===== config.mk =====
export PLATFORM = sky130hd
export DESIGN_NAME = mlp_host_seq
export DESIGN_NICKNAME = d
export VERILOG_FILES = /design/src/rtl/mlp_pkg.sv /design/src/rtl/mlp_watchdog.sv /design/src/rtl/mlp_host_seq.sv
export SDC_FILE = /design/constraint.sdc
export NUM_CORES = 1
export LEC_CHECK = 0
export BUFFER_PORTS_ARGS = -buffer_cell sky130_fd_sc_hd__clkbuf_2
export CAP_MARGIN = 20
export CORE_ASPECT_RATIO = 1.75
export CORE_UTILIZATION = 30
export CTS_CLUSTER_DIAMETER = 80
export DETAILED_ROUTE_END_ITERATION = 16
export SKIP_CTS_REPAIR_TIMING = 1
export SYNTH_ARGS = -nofsm -noshare
export SYNTH_HDL_FRONTEND = slang
export SYNTH_SLANG_ARGS = --single-unit

===== constraint.sdc =====
create_clock -name clk_i -period 2.9 [get_ports clk_i]
set_clock_uncertainty 0.2 [all_clocks]
set_input_delay 0.58 -clock clk_i [delete_from_list [all_inputs] [get_ports clk_i]]
set_output_delay 0.58 -clock clk_i [all_outputs]
set_load 0.02 [all_outputs]

===== src/rtl/mlp_pkg.sv =====
// Types and constants shared by the MLP host sequencer and the mlp_fsm responder.
package mlp_pkg;

  localparam int MLP_W_ADDR_W = 11;
  localparam int MLP_X_ADDR_W = 8;

  typedef enum logic [2:0] {
    IDLE,
    INIT_REQ,
    START_REQ,
    RUN_WAIT,
    DONE
  } host_state_e;

endpackage


===== src/rtl/mlp_watchdog.sv =====
// Loadable down-counter that flags when a single wait has lasted TIMEOUT_CYC cycles.
module mlp_watchdog import mlp_pkg::*; #(
  parameter int TIMEOUT_CYC = 4096
) (
  input  logic clk_i,
  input  logic rst_i,
  input  logic reload_i,
  input  logic en_i,
  output logic expired_o
);

  localparam int CW = $clog2(TIMEOUT_CYC);
  localparam logic [CW-1:0] RELOAD = CW'(TIMEOUT_CYC - 1);

  logic [CW-1:0] r_count;

  // Loaded on state entry, so the count reaches zero in the TIMEOUT_CYC-th cycle of a wait.
  always_ff @(posedge clk_i) begin
    if (rst_i || reload_i) begin
      r_count <= RELOAD;
    end else if (en_i && (r_count != '0)) begin
      r_count <= r_count - CW'(1);
    end
  end

  assign expired_o = en_i && (r_count == '0);

endmodule


===== src/rtl/mlp_host_seq.sv =====
// Host-side batch sequencer driving the mlp_fsm init/start/result handshake.
// Optional batch latency counter enabled by defining MLP_HOST_PERF_EN.
module mlp_host_seq import mlp_pkg::*; #(
  parameter int CNT_W       = 16,
  parameter int TIMEOUT_CYC = 4096
) (
  input  logic             clk_i,
  input  logic             rst_i,
  input  logic             cmd_valid_i,
  output logic             cmd_ready_o,
  input  logic             cmd_init_i,
  input  logic [CNT_W-1:0] cmd_jobs_i,
  output logic             init_valid_o,
  input  logic             init_ready_i,
  output logic             start_valid_o,
  input  logic             start_ready_i,
  input  logic             result_valid_i,
  output logic             busy_o,
  output logic             done_o,
  output logic             err_timeout_o,
  output logic [CNT_W-1:0] jobs_done_o,
  output logic [31:0]      perf_cycles_o
);

  host_state_e      r_state;
  logic             r_cmd_ready;
  logic             r_init_valid;
  logic             r_start_valid;
  logic             r_busy;
  logic             r_done;
  logic             r_err;
  logic [CNT_W-1:0] r_jobs;
  logic [CNT_W-1:0] r_jobs_done;

  logic             w_init_xfer;
  logic             w_start_xfer;
  logic             w_result;
  logic             w_wait;
  logic             w_reload;
  logic             w_expired;
  logic             w_abort;
  logic [CNT_W-1:0] w_jobs_next;

  assign w_init_xfer  = (r_state == INIT_REQ) && init_ready_i;
  assign w_start_xfer = (r_state == START_REQ) && start_ready_i;
  assign w_result     = (r_state == RUN_WAIT) && result_valid_i;
  assign w_wait       = (r_state == INIT_REQ) || (r_state == START_REQ) || (r_state == RUN_WAIT);
  assign w_reload     = !w_wait || w_init_xfer || w_start_xfer || w_result;
  assign w_abort      = w_expired && !(w_init_xfer || w_start_xfer || w_result);
  assign w_jobs_next  = r_jobs_done + CNT_W'(1);

  mlp_watchdog #(
    .TIMEOUT_CYC(TIMEOUT_CYC)
  ) u_watchdog (
    .clk_i    (clk_i),
    .rst_i    (rst_i),
    .reload_i (w_reload),
    .en_i     (w_wait),
    .expired_o(w_expired)
  );

  // A handshake in the expiry cycle takes priority, so abort only fires on a stalled wait.
  always_ff @(posedge clk_i) begin
    if (rst_i) begin
      r_state       <= IDLE;
      r_cmd_ready   <= 1'b1;
      r_init_valid  <= 1'b0;
      r_start_valid <= 1'b0;
      r_busy        <= 1'b0;
      r_done        <= 1'b0;
      r_err         <= 1'b0;
      r_jobs        <= '0;
      r_jobs_done   <= '0;
    end else if (w_abort) begin
      r_state       <= IDLE;
      r_cmd_ready   <= 1'b1;
      r_init_valid  <= 1'b0;
      r_start_valid <= 1'b0;
      r_busy        <= 1'b0;
      r_done        <= 1'b0;
      r_err         <= 1'b1;
    end else begin
      r_done <= 1'b0;
      case (r_state)
        IDLE: begin
          if (cmd_valid_i) begin
            r_jobs      <= cmd_jobs_i;
            r_jobs_done <= '0;
            r_err       <= 1'b0;
            r_cmd_ready <= 1'b0;
            r_busy      <= 1'b1;
            if (cmd_init_i) begin
              r_state      <= INIT_REQ;
              r_init_valid <= 1'b1;
            end else if (cmd_jobs_i != '0) begin
              r_state       <= START_REQ;
              r_start_valid <= 1'b1;
            end else begin
              r_state <= DONE;
              r_done  <= 1'b1;
            end
          end
        end
        INIT_REQ: begin
          if (init_ready_i) begin
            r_init_valid <= 1'b0;
            if (r_jobs != '0) begin
              r_state       <= START_REQ;
              r_start_valid <= 1'b1;
            end else begin
              r_state <= DONE;
              r_done  <= 1'b1;
            end
          end
        end
        START_REQ: begin
          if (start_ready_i) begin
            r_state       <= RUN_WAIT;
            r_start_valid <= 1'b0;
          end
        end
        RUN_WAIT: begin
          if (result_valid_i) begin
            r_jobs_done <= w_jobs_next;
            if (w_jobs_next == r_jobs) begin
              r_state <= DONE;
              r_done  <= 1'b1;
            end else begin
              r_state       <= START_REQ;
              r_start_valid <= 1'b1;
            end
          end
        end
        DONE: begin
          r_state     <= IDLE;
          r_cmd_ready <= 1'b1;
          r_busy      <= 1'b0;
        end
        default: begin
          r_state       <= IDLE;
          r_cmd_ready   <= 1'b1;
          r_init_valid  <= 1'b0;
          r_start_valid <= 1'b0;
          r_busy        <= 1'b0;
        end
      endcase
    end
  end

  assign cmd_ready_o   = r_cmd_ready;
  assign init_valid_o  = r_init_valid;
  assign start_valid_o = r_start_valid;
  assign busy_o        = r_busy;
  assign done_o        = r_done;
  assign err_timeout_o = r_err;
  assign jobs_done_o   = r_jobs_done;

`ifdef MLP_HOST_PERF_EN
  logic [31:0] r_perf_cnt;
  logic [31:0] r_perf_out;
  logic [31:0] w_perf_inc;

  assign w_perf_inc = (r_perf_cnt == '1) ? r_perf_cnt : r_perf_cnt + 32'd1;

  // The DONE cycle itself is part of the batch, hence the published value is the incremented count.
  always_ff @(posedge clk_i) begin
    if (rst_i) begin
      r_perf_cnt <= '0;
      r_perf_out <= '0;
    end else begin
      if ((r_state == IDLE) && cmd_valid_i) begin
        r_perf_cnt <= '0;
      end else if (r_busy) begin
        r_perf_cnt <= w_perf_inc;
      end
      if (r_state == DONE) begin
        r_perf_out <= w_perf_inc;
      end
    end
  end

  assign perf_cycles_o = r_perf_out;
`else
  assign perf_cycles_o = '0;
`endif

endmodule


==> flow_summary_export.csv, run 1 <==
group,metric,value,unit
detailed_routing,drtIter0Drc,163,
placed_design,gp_congestion,0.903,
clocking,clock_path_buffers,2,
clocking,cts_buffers,5,
critical_path,startpoint_type,"register",
synth,synth_most_common_cell,"nand2_1",
floorplan,start_util,30.7,%
floorplan,io_pins,77,
timing,hold_viol,0,
timing,worst_pin_slew,595,ps
power,p_leak,1.51,nW
detailed_routing,drt_wl_total,8.67,mm
timing,finalSetupViolations,0,
synth,ys_seq_area_share,32.5,%
flow_run,max_cap_viol_count,0,
critical_path,crit_arrival,2550,ps
synth,yosysTopAreaCellShare,32.5,%
clocking,cts_tree,"built",
placed_design,placed_cells,582,
synth,ys_seq_elements,53,
detailed_routing,drtPass1Iterations,4,
global_routing,grt_pass1_wl,13.9,mm
global_routing,grt_usage,15.8,%
global_routing,antenna_found_initial,0,
critical_path,worstSetupPathType,"reg2reg",
timing,fin_ws,322,ps
timing,period_minus_slack,2580,ps
cells_and_area,drive_gt1_share,17.8,%
critical_path,critPathCaptureType,"register",
placed_design,hpwl,6.79,mm
detailed_routing,postRouteAntennaNets,0,
hold_path,hold_class,"reg2reg",
synth,yosys-top-cells-area,"dfxtp_1 33%, buf_4 7.8%, nand2_1 7.0%, a21oi_1 6.6%, nor2_1 4.3%",
status,status,"completed",
floorplan,dieHeight,140,microns
synth,yosysWarnings,0,
cells_and_area,layout.cells.non_filler,590,
timing,rsz0062_at_grt,"false",
power,power,2.09,mW
synth,syn_inst,418,
synth,async_flop_share,0,%
critical_path,worst_path_max_delay_cell,"nor4_2",
detailed_routing,vias,3030,
critical_path,cp_max_fo,3,
cells_and_area,syn2layout_area_growth,13.3,%
detailed_routing,route.detailed.drc,0,
critical_path,slowest_delay,410,ps
timing,fmax,388,MHz
timing,slew_headroom,60.2,%
global_routing,grt_pass1_vias,2830,
cells_and_area,post-route-util,34.8,%
critical_path,crit_family,"compound AO/OA/AOI/OAI gates",
floorplan,rows,50,
global_routing,grt_start_max_net_pins,24,
critical_path,crit_chain,"ha_1 > xor2_1 > a2111oi_1 > o2111ai_1 > nor4_2 > a41oi_2 > mux2i_1 > a21oi_1",
cells_and_area,nNetsFinal,484,
placed_design,pre_cts_slack,184,ps
synth,synthFlopType,"dfxtp_1",
floorplan,die_x,80.8,microns
clocking,clock_latency,300,ps
critical_path,crit_buf_inv,0,
timing,report.final.slew_viol_count,0,
timing,period_share,88.9,%
floorplan,die-area,11300,sq um
critical_path,crit_required,2870,ps
clocking,cts-root-buf,"clkbuf_16",
synth,syn_avg_cell_area,7.81,sq um
cells_and_area,diodes,0,
floorplan,coreArea,10600,sq um
synth,synth_top_area_cell,"dfxtp_1",
synth,synth_enable_flop_cells,0,
synth,ys_types,61,
power,ir_drop,0.363,mV
global_routing,grt.overflow.total,0,
synth,syn_area,3260,sq um
clocking,htree_levels,2,
timing,fin_setup_tns,0,ps
clocking,clkSlewWorstSetupHoldPaths,70,ps
detailed_routing,drt-vias-per-instance,5.14,
detailed_routing,wire_per_inst,14.7,microns
placed_design,io_buffers,44,
power,power_density,564,nW/um^2
cells_and_area,nFillCells,1156,
clocking,cts.sinks,53,
synth,synth_commonest_cells,"61 x nand2_1, 53 x dfxtp_1, 43 x a21oi_1",
-- path summary, 6_finish.rpt --
| kind | slack [ps] | startpoint | cells past startpoint | end |
|---|---|---|---|---|
| worst max-delay path | 320 | jobs_done_o[0]$_SDFFE_PP0P_ | 8 | start_valid_o$_SDFFE_PP0P_ |
| worst min-delay path | 280 | err_timeout_o$_SDFFE_PP0P_ | 2 | err_timeout_o$_SDFFE_PP0P_ |
| worst max register to register | 320 | jobs_done_o[0]$_SDFFE_PP0P_ | 8 | start_valid_o$_SDFFE_PP0P_ |
| worst min register to register | 280 | err_timeout_o$_SDFFE_PP0P_ | 2 | err_timeout_o$_SDFFE_PP0P_ |
-- per-stage QoR --
stage	hold WS, ps	instance area [sq um]
5_1_grt	298	3700
2_1_floorplan	260	3380
6_report	276	3700
3_3_place_gp	263	3530
4_1_cts	278	3700
3_5_place_dp	267	3530
-- logic make-up (layout without fill, tap and decap cells) --
kind of cell | Yosys count | count (layout) | share of synthesized area (%)
buf+inv | 63 | 74 | 11.6
other cells | 1 | 32 | 0.115
flops | 53 | 53 | 32.5
xor+xnor | 28 | 28 | 7.52
fa+ha+maj | 2 | 2 | 0.767
compound gates | 90 | 90 | 16.9
mux | 2 | 2 | 0.652
simple gates | 179 | 179 | 30.0
-- layout by cell type (no fill, tap or decap), drive strengths merged, types with 4 or more instances in the layout --
master   n
conb    32
clkbuf  50
nand4    8
xnor2   14
nor4    17
nor2    37
xor2    14
dfxtp   53
buf     15
nor3     9
a21oi   43
nand2   61
nand2b   4
or3      5
a211oi   4
inv      7
o21ai   21
nor2b    6
nand3   10
and3     6
-- flip-flops by register name, indices dropped and copies added (netlist names) --
signal / count
busy_o: 1
cmd_ready_o: 1
done_o: 1
err_timeout_o: 1
init_valid_o: 1
jobs_done_o: 16
r_jobs: 16
r_state: 3
start_valid_o: 1
u_watchdog.r_count: 12
-- metal layers --
metal,global-route usage [%],up-vias,wire (microns)
li1,-,1486,-
met5,0,-,0
met2,29.8,86,4830
met1,15.6,1434,3170
met3,2.87,24,308
met4,8.55,0,364
-- where the power goes --
| part | internal, mW | switching, mW | total [mW] |
|---|---|---|---|
| Sequential | 0.785 | 0.0829 | 0.868 |
| Clock | 0.410 | 0.277 | 0.687 |
| Combinational | 0.197 | 0.334 | 0.531 |
-- area by class of cell --
| cell class | instances | area, sq um | area share (%) |
|---|---|---|---|
| multi-input combinational | 333 | 1950 | 52.6 |
| sequential | 53 | 1060 | 28.7 |
| timing repair buffer | 59 | 333 | 9.00 |
| tap | 130 | 163 | 4.40 |
| clock buffer | 6 | 129 | 3.49 |
| clock inverter | 2 | 38.8 | 1.05 |
| inverter | 7 | 26.3 | 0.711 |
-- worst register-to-register path, stage by stage (launching register included) --
cell       delay, ps
dfxtp_1          320
ha_1             310
xor2_1           160
a2111oi_1        360
o2111ai_1        180
nor4_2           410
a41oi_2          230
mux2i_1          200
a21oi_1           80
(Power assumes the default switching activity.)
==> run 2, diff against run 1 <==
CORE_UTILIZATION = 52   (was 30)
PLACE_DENSITY = 0.78   (was default)
==> flow_summary_export.csv, run 2 (same netlist as run 1, synthesis figures left out) <==
group,metric,value,unit
clocking,cts.sinks,53,
detailed_routing,drtIter0Drc,253,
global_routing,grt_pass1_wl,13.2,mm
hold_path,hold_class,"reg2reg",
global_routing,antenna_found_initial,0,
cells_and_area,multiInputGateArea,1950,sq um
cells_and_area,syn2layout_area_growth,8.55,%
floorplan,dieHeight,107,microns
clocking,cts_tree,"built",
placed_design,hpwl,6.16,mm
detailed_routing,drt_wl_total,8.02,mm
timing,worst_pin_slew,582,ps
clocking,cts_buffers,5,
timing,rsz0062_at_grt,"false",
critical_path,cp_max_fo,11,
detailed_routing,postRouteAntennaNets,0,
cells_and_area,diodes,0,
floorplan,rows,37,
global_routing,grt_usage,26.5,%
cells_and_area,mostFrequentLayoutCells,"61 x nand2_1, 53 x dfxtp_1, 44 x clkbuf_2, 43 x a21oi_1, 37 x nor2_1",
timing,period_minus_slack,2620,ps
critical_path,rr_worst_depth,7,
power,ir_drop,0.377,mV
placed_design,gp_congestion,0.978,
timing,finalSetupViolations,0,
floorplan,io_pins,77,
critical_path,critPathCaptureType,"register",
detailed_routing,vias,3024,
cells_and_area,nFillCells,577,
timing,hold_viol,0,
flow_run,max_cap_viol_count,0,
floorplan,start_util,54.6,%
hold_path,min_path_cells,2,
detailed_routing,drtPass1Iterations,4,
timing,report.final.slew_viol_count,0,
clocking,clkSlewWorstSetupHoldPaths,90,ps
critical_path,worstSetupPathType,"reg2reg",
clocking,htree_levels,2,
timing,fmax,382,MHz
critical_path,slowest_delay,560,ps
timing,fin_setup_tns,0,ps
status,status,"completed",
detailed_routing,wire_per_inst,15.0,microns
critical_path,crit_arrival,2620,ps
critical_path,startpoint_type,"register",
cells_and_area,seq_area,1060,sq um
floorplan,coreArea,5970,sq um
power,power,1.86,mW
placed_design,io_buffers,44,
timing,period_share,90.3,%
floorplan,die_x,61.9,microns
critical_path,crit_required,2900,ps
floorplan,die-area,6610,sq um
global_routing,grt.overflow.total,0,
cells_and_area,final_common_cell,"nand2_1",
cells_and_area,drive_gt1_share,17.5,%
global_routing,grt_pass1_vias,2897,
clocking,clock_path_buffers,2,
cells_and_area,nNetsFinal,481,
critical_path,crit_chain,"nand3_1 > or2_1 > o41ai_1 > a31o_2 > a41oi_2 > mux2i_1 > a21oi_1",
power,power_density,525,nW/um^2
detailed_routing,route.detailed.drc,0,
detailed_routing,drt-vias-per-instance,5.65,
clocking,clock_latency,320,ps
clocking,cts-root-buf,"clkbuf_8",
power,p_leak,1.47,nW
timing,slew_headroom,61.0,%
global_routing,grt_start_max_net_pins,26,
critical_path,worst_path_max_delay_cell,"dfxtp_1",
## run 2: where the power goes
| group | switching (mW) | internal (mW) |
|---|---|---|
| Clock | 0.244 | 0.216 |
| Sequential | 0.0825 | 0.784 |
| Combinational | 0.337 | 0.197 |
| Total | 0.664 | 1.20 |
## run 2: path summary, 6_finish.rpt
path,startpoint,endpoint,slack [ps]
min,err_timeout_o$_SDFFE_PP0P_,err_timeout_o$_SDFFE_PP0P_,280
max,jobs_done_o[2]$_SDFFE_PP0P_,start_valid_o$_SDFFE_PP0P_,280
max reg2reg,jobs_done_o[2]$_SDFFE_PP0P_,start_valid_o$_SDFFE_PP0P_,280
min reg2reg,err_timeout_o$_SDFFE_PP0P_,err_timeout_o$_SDFFE_PP0P_,280
## run 2: critical path: cells and delay by family, from the launching register on
family,cells,cell delay (ps)
mux,1,190
flops,1,560
compound gates,4,780
simple gates,2,770
## run 2: layout make-up
| cell class | instances | area share (%) |
|---|---|---|
| clock inverters | 1 | 0.141 |
| flip-flops and latches | 53 | 30.0 |
| well taps | 78 | 2.76 |
| multi-input cells | 333 | 54.9 |
| clock buffers | 7 | 2.72 |
| inverters | 7 | 0.742 |
| repair buffers | 56 | 8.76 |
## run 2: per-stage QoR
stage	utilization (%)	hold slack (ps)	area, sq um	instances	worst slack (ps)
floorplan	-	260	3380	449	275
global placement	57.6	260	3440	527	379
detailed placement	57.6	261	3440	527	304
CTS	59.3	277	3540	535	299
global route	59.3	292	3540	535	89.1
finish	59.3	285	3540	535	281
## run 2: routing by layer
metal / wire (microns) / share of wire, % / global-route usage [%] / vias up
met5: 0 / 0 / 0 / -
met4: 433 / 5.4 / 19.5 / 0
met3: 333 / 4.2 / 4.46 / 30
met2: 4340 / 54 / 44.5 / 95
met1: 2910 / 36 / 28.1 / 1415
li1: - / - / - / 1484
